**config.mk**
```make
export PLATFORM = sky130hd
export DESIGN_NAME = mc_ctrl_fsm
export DESIGN_NICKNAME = d
export VERILOG_FILES = /design/src/rtl/mc_ctrl_fsm.sv
export SDC_FILE = /design/constraint.sdc
export NUM_CORES = 1
export LEC_CHECK = 0
export ABC_AREA = 0
export BUFFER_PORTS_ARGS = -buffer_cell sky130_fd_sc_hd__buf_2
export CAP_MARGIN = 10
export CORE_AREA = 2 2 39 41
export CTS_CLUSTER_SIZE = 28
export DETAILED_ROUTE_END_ITERATION = 10
export DIE_AREA = 0 0 41 43
export PLACE_DENSITY = 0.57
export SLEW_MARGIN = 0
export SYNTH_ARGS = -nofsm -noshare
export SYNTH_HDL_FRONTEND = slang
export SYNTH_SLANG_ARGS = --single-unit
export TNS_END_PERCENT = 1
```
**constraint.sdc**
```tcl
create_clock -name clk -period 1.9 [get_ports clk]
set_clock_uncertainty 0.2 [all_clocks]
set_input_delay 0.285 -clock clk [delete_from_list [all_inputs] [get_ports clk]]
set_output_delay 0.285 -clock clk [all_outputs]
set_load 0.01 [all_outputs]
```
**src/rtl/mc_ctrl_fsm.sv**
```systemverilog
// Multicycle control FSM: sequences fetch/decode/execute/mem/writeback for a shared-ALU datapath.
// Optional performance counters are enabled by defining MC_CTRL_PERF_CNT_EN.
module mc_ctrl_fsm #(
  parameter int MEM_TIMEOUT = 0,
  parameter int TO_W        = 8
) (
  input  logic        clk,
  input  logic        rst_n,
  input  logic        run,
  input  logic [2:0]  opcode,
  input  logic        change_pc,
  input  logic        mem_ack,
  output logic [2:0]  alu_opcode,
  output logic        alu_src_imm,
  output logic        ir_we,
  output logic        pc_we,
  output logic        pc_src,
  output logic        ab_we,
  output logic        aluout_we,
  output logic        mem_rd,
  output logic        mem_wr,
  output logic        mem_addr_sel,
  output logic        mdr_we,
  output logic        reg_we,
  output logic        wb_sel,
  output logic        instr_done,
  output logic        busy,
`ifdef MC_CTRL_PERF_CNT_EN
  output logic [31:0] cycle_cnt,
  output logic [31:0] instr_cnt,
`endif
  output logic        fault
);

  localparam logic [2:0] S_IDLE      = 3'd0;
  localparam logic [2:0] S_FETCH     = 3'd1;
  localparam logic [2:0] S_DECODE    = 3'd2;
  localparam logic [2:0] S_EXECUTE   = 3'd3;
  localparam logic [2:0] S_MEM       = 3'd4;
  localparam logic [2:0] S_WRITEBACK = 3'd5;
  localparam logic [2:0] S_FAULT     = 3'd6;

  localparam logic [2:0] OP_LW  = 3'b000;
  localparam logic [2:0] OP_ADD = 3'b100;

  localparam logic [TO_W-1:0] TO_LIMIT = TO_W'(MEM_TIMEOUT);

  logic [2:0]      state, state_nxt;
  logic [2:0]      boundary;
  logic [TO_W-1:0] to_cnt;
  logic            to_expire;

  assign boundary  = run ? S_FETCH : S_IDLE;
  // An ack arriving on the limit cycle wins over the timeout.
  assign to_expire = (MEM_TIMEOUT != 0) && (to_cnt == TO_LIMIT) && !mem_ack;

  // NOTE: every output gets a default before the case so no latch is inferred.
  always_comb begin
    state_nxt    = state;
    alu_opcode   = 3'b000;
    alu_src_imm  = 1'b0;
    ir_we        = 1'b0;
    pc_we        = 1'b0;
    pc_src       = 1'b0;
    ab_we        = 1'b0;
    aluout_we    = 1'b0;
    mem_rd       = 1'b0;
    mem_wr       = 1'b0;
    mem_addr_sel = 1'b0;
    mdr_we       = 1'b0;
    reg_we       = 1'b0;
    wb_sel       = 1'b0;
    instr_done   = 1'b0;
    busy         = 1'b0;
    fault        = 1'b0;
    case (state)
      S_IDLE: begin
        if (run) state_nxt = S_FETCH;
      end
      S_FETCH: begin
        busy   = 1'b1;
        mem_rd = 1'b1;
        if (mem_ack) begin
          ir_we     = 1'b1;
          pc_we     = 1'b1;
          state_nxt = S_DECODE;
        end else if (to_expire) begin
          state_nxt = S_FAULT;
        end
      end
      S_DECODE: begin
        busy      = 1'b1;
        ab_we     = 1'b1;
        state_nxt = S_EXECUTE;
      end
      S_EXECUTE: begin
        busy = 1'b1;
        if (opcode[2]) begin
          alu_opcode = opcode;
          aluout_we  = 1'b1;
          state_nxt  = S_WRITEBACK;
        end else if (opcode[1]) begin
          alu_opcode = opcode;
          if (change_pc) begin
            pc_we  = 1'b1;
            pc_src = 1'b1;
          end
          instr_done = 1'b1;
          state_nxt  = boundary;
        end else begin
          // Address calculation: the ALU has no meaning for 000/001.
          alu_opcode  = OP_ADD;
          alu_src_imm = 1'b1;
          aluout_we   = 1'b1;
          state_nxt   = S_MEM;
        end
      end
      S_MEM: begin
        busy         = 1'b1;
        mem_addr_sel = 1'b1;
        mem_rd       = ~opcode[0];
        mem_wr       = opcode[0];
        if (mem_ack) begin
          if (opcode[0]) begin
            instr_done = 1'b1;
            state_nxt  = boundary;
          end else begin
            mdr_we    = 1'b1;
            state_nxt = S_WRITEBACK;
          end
        end else if (to_expire) begin
          state_nxt = S_FAULT;
        end
      end
      S_WRITEBACK: begin
        busy       = 1'b1;
        reg_we     = 1'b1;
        wb_sel     = (opcode == OP_LW);
        instr_done = 1'b1;
        state_nxt  = boundary;
      end
      S_FAULT: begin
        fault = 1'b1;
      end
      default: state_nxt = S_IDLE;
    endcase
  end

  // NOTE: sequential state uses non-blocking assignments so every flop samples pre-edge values.
  always_ff @(posedge clk or negedge rst_n) begin
    if (!rst_n) begin
      state <= S_IDLE;
    end else begin
      state <= state_nxt;
    end
  end

  // Any state change clears the counter, which covers entry to FETCH and MEM.
  always_ff @(posedge clk or negedge rst_n) begin
    if (!rst_n) begin
      to_cnt <= '0;
    end else if (state_nxt != state) begin
      to_cnt <= '0;
    end else if ((state == S_FETCH || state == S_MEM) && !mem_ack) begin
      to_cnt <= to_cnt + 1'b1;
    end
  end

`ifdef MC_CTRL_PERF_CNT_EN
  always_ff @(posedge clk or negedge rst_n) begin
    if (!rst_n) begin
      cycle_cnt <= '0;
      instr_cnt <= '0;
    end else begin
      if (busy)       cycle_cnt <= cycle_cnt + 32'd1;
      if (instr_done) instr_cnt <= instr_cnt + 32'd1;
    end
  end
`endif

endmodule

```
==> flow_metrics.py, run 1 <==
metrics = {
    "setup_path": {
        "startpoint_type": "flip-flop",
        "worstPathCellList": "buf_4 -> nand3b_4 -> o22ai_2 -> buf_2",
        "crit_required_ns": 1.41,
        "cpPeakStageDelay_ns": 0.46,
        "crit_type": "reg2out",
        "critPathCaptureType": "output port",
        "arrival_ns": 1.36,
        "path_max_fanout": 10,
        "crit_slowest_cell": "dfrtp_2",
    },
    "sta": {
        "drv_slew": 0,
        "fin_crit_sh_pct": 97.3,
        "worst_pin_slew_ns": 0.262,
        "period_needed_ns": 1.85,
        "fmax_mhz": 541,
        "rsz0062_at_grt": "yes",
        "hold_viol": 0,
        "max-slew-margin-rel_pct": 82.5,
        "setup_violations": 0,
    },
    "power": {
        "p_sw_uw": 429,
        "vdd_ir_drop_max_mv": 0.672,
        "combPwrFrac_pct": 71.0,
        "pwr_density_cell_nw_per_um2": 1450,
        "p_total_uw": 901,
        "p_seq_share_pct": 16.5,
        "netSwitchingFraction_pct": 47.6,
        "p_int_uw": 471,
        "leakagePower_nw": 0.343,
        "pwr-share-clk_pct": 12.4,
    },
    "global_routing": {
        "grt_pass1_wl_um": 1770,
        "grt_max_degree": 14,
        "gr-total-overflow": 0,
        "grt.total_usage_pct": 14.9,
        "grt_pass1_vias": 424,
        "antenna_found_initial": 0,
    },
    "synth": {
        "synth_top_area_share_pct": 18.2,
        "ys_warn_count": 0,
        "synth_area_leader_cell": "dfrtp_1",
        "syn-cell-area_um2": 413,
        "synthFlopType": "dfrtp_1",
        "seq_area_frac_synth_pct": 18.2,
        "syn_inst": 54,
        "syn_area_per_cell_um2": 7.65,
        "synth-seq-cells": 3,
        "synth_cell_types": 29,
        "synth-edff-count": 0,
        "ys_top_cells_by_area": "dfrtp_1 (18%), nor2_1 (9.1%), ha_1 (6.1%), nand3b_4 (4.8%), and3_1 (4.5%)",
        "synth_fp_nets": 64,
        "ys_async_sr_fraction_pct": 100,
    },
    "die": {
        "die_w_um": 41,
        "initial_core_util_pct": 29.8,
        "row_count": 14,
        "core_area_um2": 1380,
        "dieArea_um2": 1760,
        "ios": 26,
        "die_height_um": 43,
    },
    "status": {
        "status": "completed",
    },
    "drt": {
        "wl_per_cell_um": 11.3,
        "via_per_inst": 5.04,
        "routed-via-count": 509,
        "drt_first_iter_violations": 8,
        "first_pass_iters": 4,
        "wirelength_um": 1140,
        "route.detailed.drc": 0,
        "ant_nets": 0,
    },
    "cells_and_area": {
        "final_layout_size_suffix_gt1_share_pct": 49.4,
        "area_growth_pct": 50.0,
        "register_area_um2": 77.6,
        "instances_no_fill": 101,
        "final_cell_mix": "buf_2 (25), nor2_1 (10), nand2_1 (4), buf_4 (4)",
        "fin_nets": 96,
        "top_regs": "state (3)",
        "registers.top_by_ff_count": "state",
        "multi_input_area_um2": 319,
        "fillers": 145,
        "antenna_cells": 0,
        "mostFrequentLayoutCell": "buf_2",
        "largest_reg_flops": 3,
    },
    "clock_tree": {
        "cts_tree": "yes",
        "path_clk_slew_ns": 0.04,
        "clkLatencyLatePin_ns": 0.23,
        "clock_path_buffers": 2,
        "cts_max_level": 1,
        "cts_root_buf": "clkbuf_4",
        "cts_sinks": 3,
        "cts_buffers": 3,
    },
    "hold_path": {
        "hold_path_class": "in2reg",
    },
    "placed_design": {
        "port-buffer-count": 25,
        "hpwl_um": 890,
        "routabilityCongestion": 0.704,
        "dp_cells": 95,
    },
    "run": {
        "drv_cap": 0,
    },
}
## per-layer routing
layer / global-route usage [%] / share of wire (%) / vias up / routed length [um]
li1: - / - / 258 / -
met1: 19.4 / 46 / 228 / 529
met2: 20.9 / 47 / 23 / 542
met3: 4.71 / 6.2 / 0 / 71
met4: 8.00 / 0 / 0 / 0
met5: 0 / 0 / - / 0
## power groups by stage
stage                     Combinational, mW  Sequential [mW]  Clock (mW)
after floorplan                       0.448            0.120           0
after global placement                0.597            0.151           0
after detailed placement              0.601            0.149           0
after CTS                             0.605            0.152       0.113
after global routing                  0.698            0.158       0.122
final                                 0.640            0.149       0.112
## cell usage after synthesis (2+ instances only)
| library cell | count |
|---|---|
| nor2_1 | 10 |
| nand2_1 | 4 |
| and3_1 | 3 |
| dfrtp_1 | 3 |
| nor3_1 | 3 |
| o21ai_0 | 3 |
| a21oi_1 | 2 |
| ha_1 | 2 |
| inv_1 | 2 |
| nand2b_1 | 2 |
| nor2b_1 | 2 |
## final timing paths
path                            startpoint  endpoint  slack, ns  cells past startpoint
worst max-delay path              state[2]     pc_we       0.05                      4
worst min-delay path               mem_ack  state[0]       0.11                      2
worst max register to register    state[1]  state[0]       0.38                      4
worst min register to register    state[1]  state[0]       0.36                      1
max in group asynchronous            rst_n  state[1]       1.21                      2
min in group asynchronous            rst_n  state[2]       0.17                      2
## worst max-delay path: cells and delay by family (launching register included)
| kind | cells | cell delay [ns] |
|---|---|---|
| compound gates | 1 | 0.17 |
| flops | 1 | 0.46 |
| buf+inv | 2 | 0.32 |
| simple gates | 1 | 0.18 |
## logic make-up (layout without fill, tap and decap cells)
| kind of cell | Yosys count | after routing | share of synthesized area (%) |
|---|---|---|---|
| multiplexers | 1 | 1 | 2.42 |
| AND/OR/NAND/NOR | 28 | 28 | 39.4 |
| flip-flops | 3 | 3 | 18.2 |
| adder cells (fa/ha/maj) | 2 | 2 | 6.06 |
| buffers and inverters | 6 | 37 | 8.48 |
| AO/OA/AOI/OAI | 14 | 14 | 25.5 |
## per-stage QoR
stage	util [%]	hold WS, ns	setup slack, ns	area, um2	TNS, ns
final	44.8	0.105	0.0521	619	0
after global routing	44.8	0.112	-0.0217	619	-0.0228
after CTS	42.9	0.107	0.00801	594	0
after detailed placement	40.2	-0.117	0.174	557	0
after global placement	40.2	-0.118	0.176	557	0
after floorplan	-	-0.211	0.289	413	0
## area by class of cell
class                      instances  area share [%]
sequential                         3            12.5
multi-input combinational         45            51.5
clock buffer                       4            4.24
tap                               16            3.23
timing repair buffer              30            26.7
inverter                           3            1.82
## repair_timing
| action | CTS | global route |
|---|---|---|
| setup endpoints to repair | 3 | 4 |
| endpoints found under the hold margin | 3 | 0 |
| pin swaps | 0 | 0 |
| hold buffers | 1 | 0 |
| gates resized for setup | 1 | 5 |
| buffers inserted | 0 | 1 |
No activity file was read; power rests on OpenSTA's default activity.
==> run 2: changes to the inputs <==
Settings changed: GPL_TIMING_DRIVEN set to 0.
==> flow_metrics.py, run 2 (synthesized netlist as in run 1, its figures left out) <==
metrics = {
    "drt": {
        "first_pass_iters": 4,
        "route.detailed.drc": 0,
        "drt_first_iter_violations": 7,
        "wl_per_cell_um": 11.3,
        "via_per_inst": 4.99,
        "routed-via-count": 509,
        "wirelength_um": 1150,
        "ant_nets": 0,
    },
    "clock_tree": {
        "cts_max_level": 1,
        "cts_sinks": 3,
        "cts_tree": "yes",
        "cts_root_buf": "clkbuf_4",
        "path_clk_slew_ns": 0.04,
        "clock_path_buffers": 2,
        "clkLatencyLatePin_ns": 0.24,
        "cts_buffers": 3,
    },
    "sta": {
        "fin_crit_sh_pct": 98.9,
        "period_needed_ns": 1.88,
        "drv_slew": 0,
        "tns_ns": 0,
        "fin_ws_ns": 0.0216,
        "max-slew-margin-rel_pct": 83.5,
        "rsz0062_at_grt": "yes",
        "worst_pin_slew_ns": 0.247,
        "fmax_mhz": 532,
        "setup_violations": 0,
        "hold_viol": 0,
    },
    "cells_and_area": {
        "final_layout_size_suffix_gt1_share_pct": 45.3,
        "antenna_cells": 0,
        "top_regs": "state (3)",
        "final_cell_mix": "buf_2 (25), nor2_1 (10)",
        "mostFrequentLayoutCell": "buf_2",
        "instances_no_fill": 102,
        "largest_reg_flops": 3,
        "utilization_pct": 45.3,
        "fillers": 149,
        "area_growth_pct": 51.8,
        "fin_nets": 97,
        "registers.top_by_ff_count": "state",
    },
    "hold_path": {
        "hold_path_class": "in2reg",
    },
    "power": {
        "p_int_uw": 490,
        "pwr_density_cell_nw_per_um2": 1480,
        "vdd_ir_drop_max_mv": 0.586,
        "netSwitchingFraction_pct": 47.0,
        "p_seq_share_pct": 14.0,
        "pwr-share-clk_pct": 12.4,
        "combPwrFrac_pct": 73.7,
        "leakagePower_nw": 0.350,
        "p_sw_uw": 435,
        "p_total_uw": 925,
    },
    "die": {
        "row_count": 14,
        "dieArea_um2": 1760,
        "ios": 26,
        "die_height_um": 43,
        "die_w_um": 41,
        "core_area_um2": 1380,
        "initial_core_util_pct": 29.8,
    },
    "placed_design": {
        "hpwl_um": 851,
        "place_ws_ns": 0.135,
        "port-buffer-count": 25,
        "dp_cells": 95,
        "routabilityCongestion": 0.695,
    },
    "status": {
        "status": "completed",
    },
    "global_routing": {
        "grt_max_degree": 11,
        "grt_pass1_wl_um": 1860,
        "grt.total_usage_pct": 16.2,
        "grt_pass1_vias": 425,
        "antenna_found_initial": 0,
        "gr-total-overflow": 0,
    },
    "setup_path": {
        "crit_required_ns": 1.41,
        "crit_type": "reg2out",
        "startpoint_type": "flip-flop",
        "arrival_ns": 1.39,
        "path_max_fanout": 4,
        "critPathCaptureType": "output port",
    },
    "run": {
        "drv_cap": 0,
    },
}
[run 2: layer usage]
metal / up-vias / track usage (%) / part of all wire (%)
met1: 233 / 22.0 / 48
li1: 260 / - / -
met4: 0 / 6.00 / 0
met3: 0 / 7.85 / 7.0
met5: - / 0 / 0
met2: 16 / 21.6 / 45
[run 2: final timing paths]
path | startpoint | end | slack [ns] | cells after the start
worst min register to register | state[1] | state[1] | 0.55 | 2
worst min-delay path | mem_ack | state[0] | 0.10 | 2
max in group asynchronous | rst_n | state[1] | 1.22 | 2
worst max register to register | state[2] | state[0] | 0.43 | 4
worst max-delay path | state[0] | mem_rd | 0.02 | 3
min in group asynchronous | rst_n | state[0] | 0.17 | 2
[run 2: what timing repair did]
action                                 in CTS  in global routing
endpoints found under the hold margin       3                  0
gates resized for setup                     3                  3
hold buffers                                1                  0
setup endpoints to repair                   3                  5
setup buffers                               2                  0
[run 2: power by group through the flow]
| stage | sequential, mW | clock (mW) | combinational [mW] |
|---|---|---|---|
| 4_1_cts | 0.129 | 0.119 | 0.668 |
| 5_1_grt | 0.137 | 0.127 | 0.764 |
| 6_report | 0.129 | 0.114 | 0.682 |
| 3_3_place_gp | 0.129 | 0 | 0.623 |
| 2_1_floorplan | 0.120 | 0 | 0.448 |
| 3_5_place_dp | 0.128 | 0 | 0.626 |
[run 2: per-stage QoR]
| stage | cell area, um2 | hold WS, ns |
|---|---|---|
| floorplan | 413 | -0.211 |
| global placement | 558 | -0.117 |
| detailed placement | 558 | -0.117 |
| CTS | 621 | 0.103 |
| global route | 627 | 0.114 |
| finish | 627 | 0.103 |
[run 2: worst max-delay path, stage by stage, from the launching register on]
cell     delay, ns
dfrtp_1       0.41
or3b_1        0.43
a21oi_1       0.17
buf_2         0.15
[run 2: cell type report]
| cell class | count | area [um2] | share of cell area (%) |
|---|---|---|---|
| inverter | 3 | 11.3 | 1.80 |
| clock buffer | 4 | 26.3 | 4.19 |
| sequential | 3 | 75.1 | 12.0 |
| tap | 16 | 20.0 | 3.19 |
| multi-input combinational | 45 | 310 | 49.5 |
| timing repair buffer | 28 | 150 | 24.0 |
| buffer | 3 | 33.8 | 5.39 |
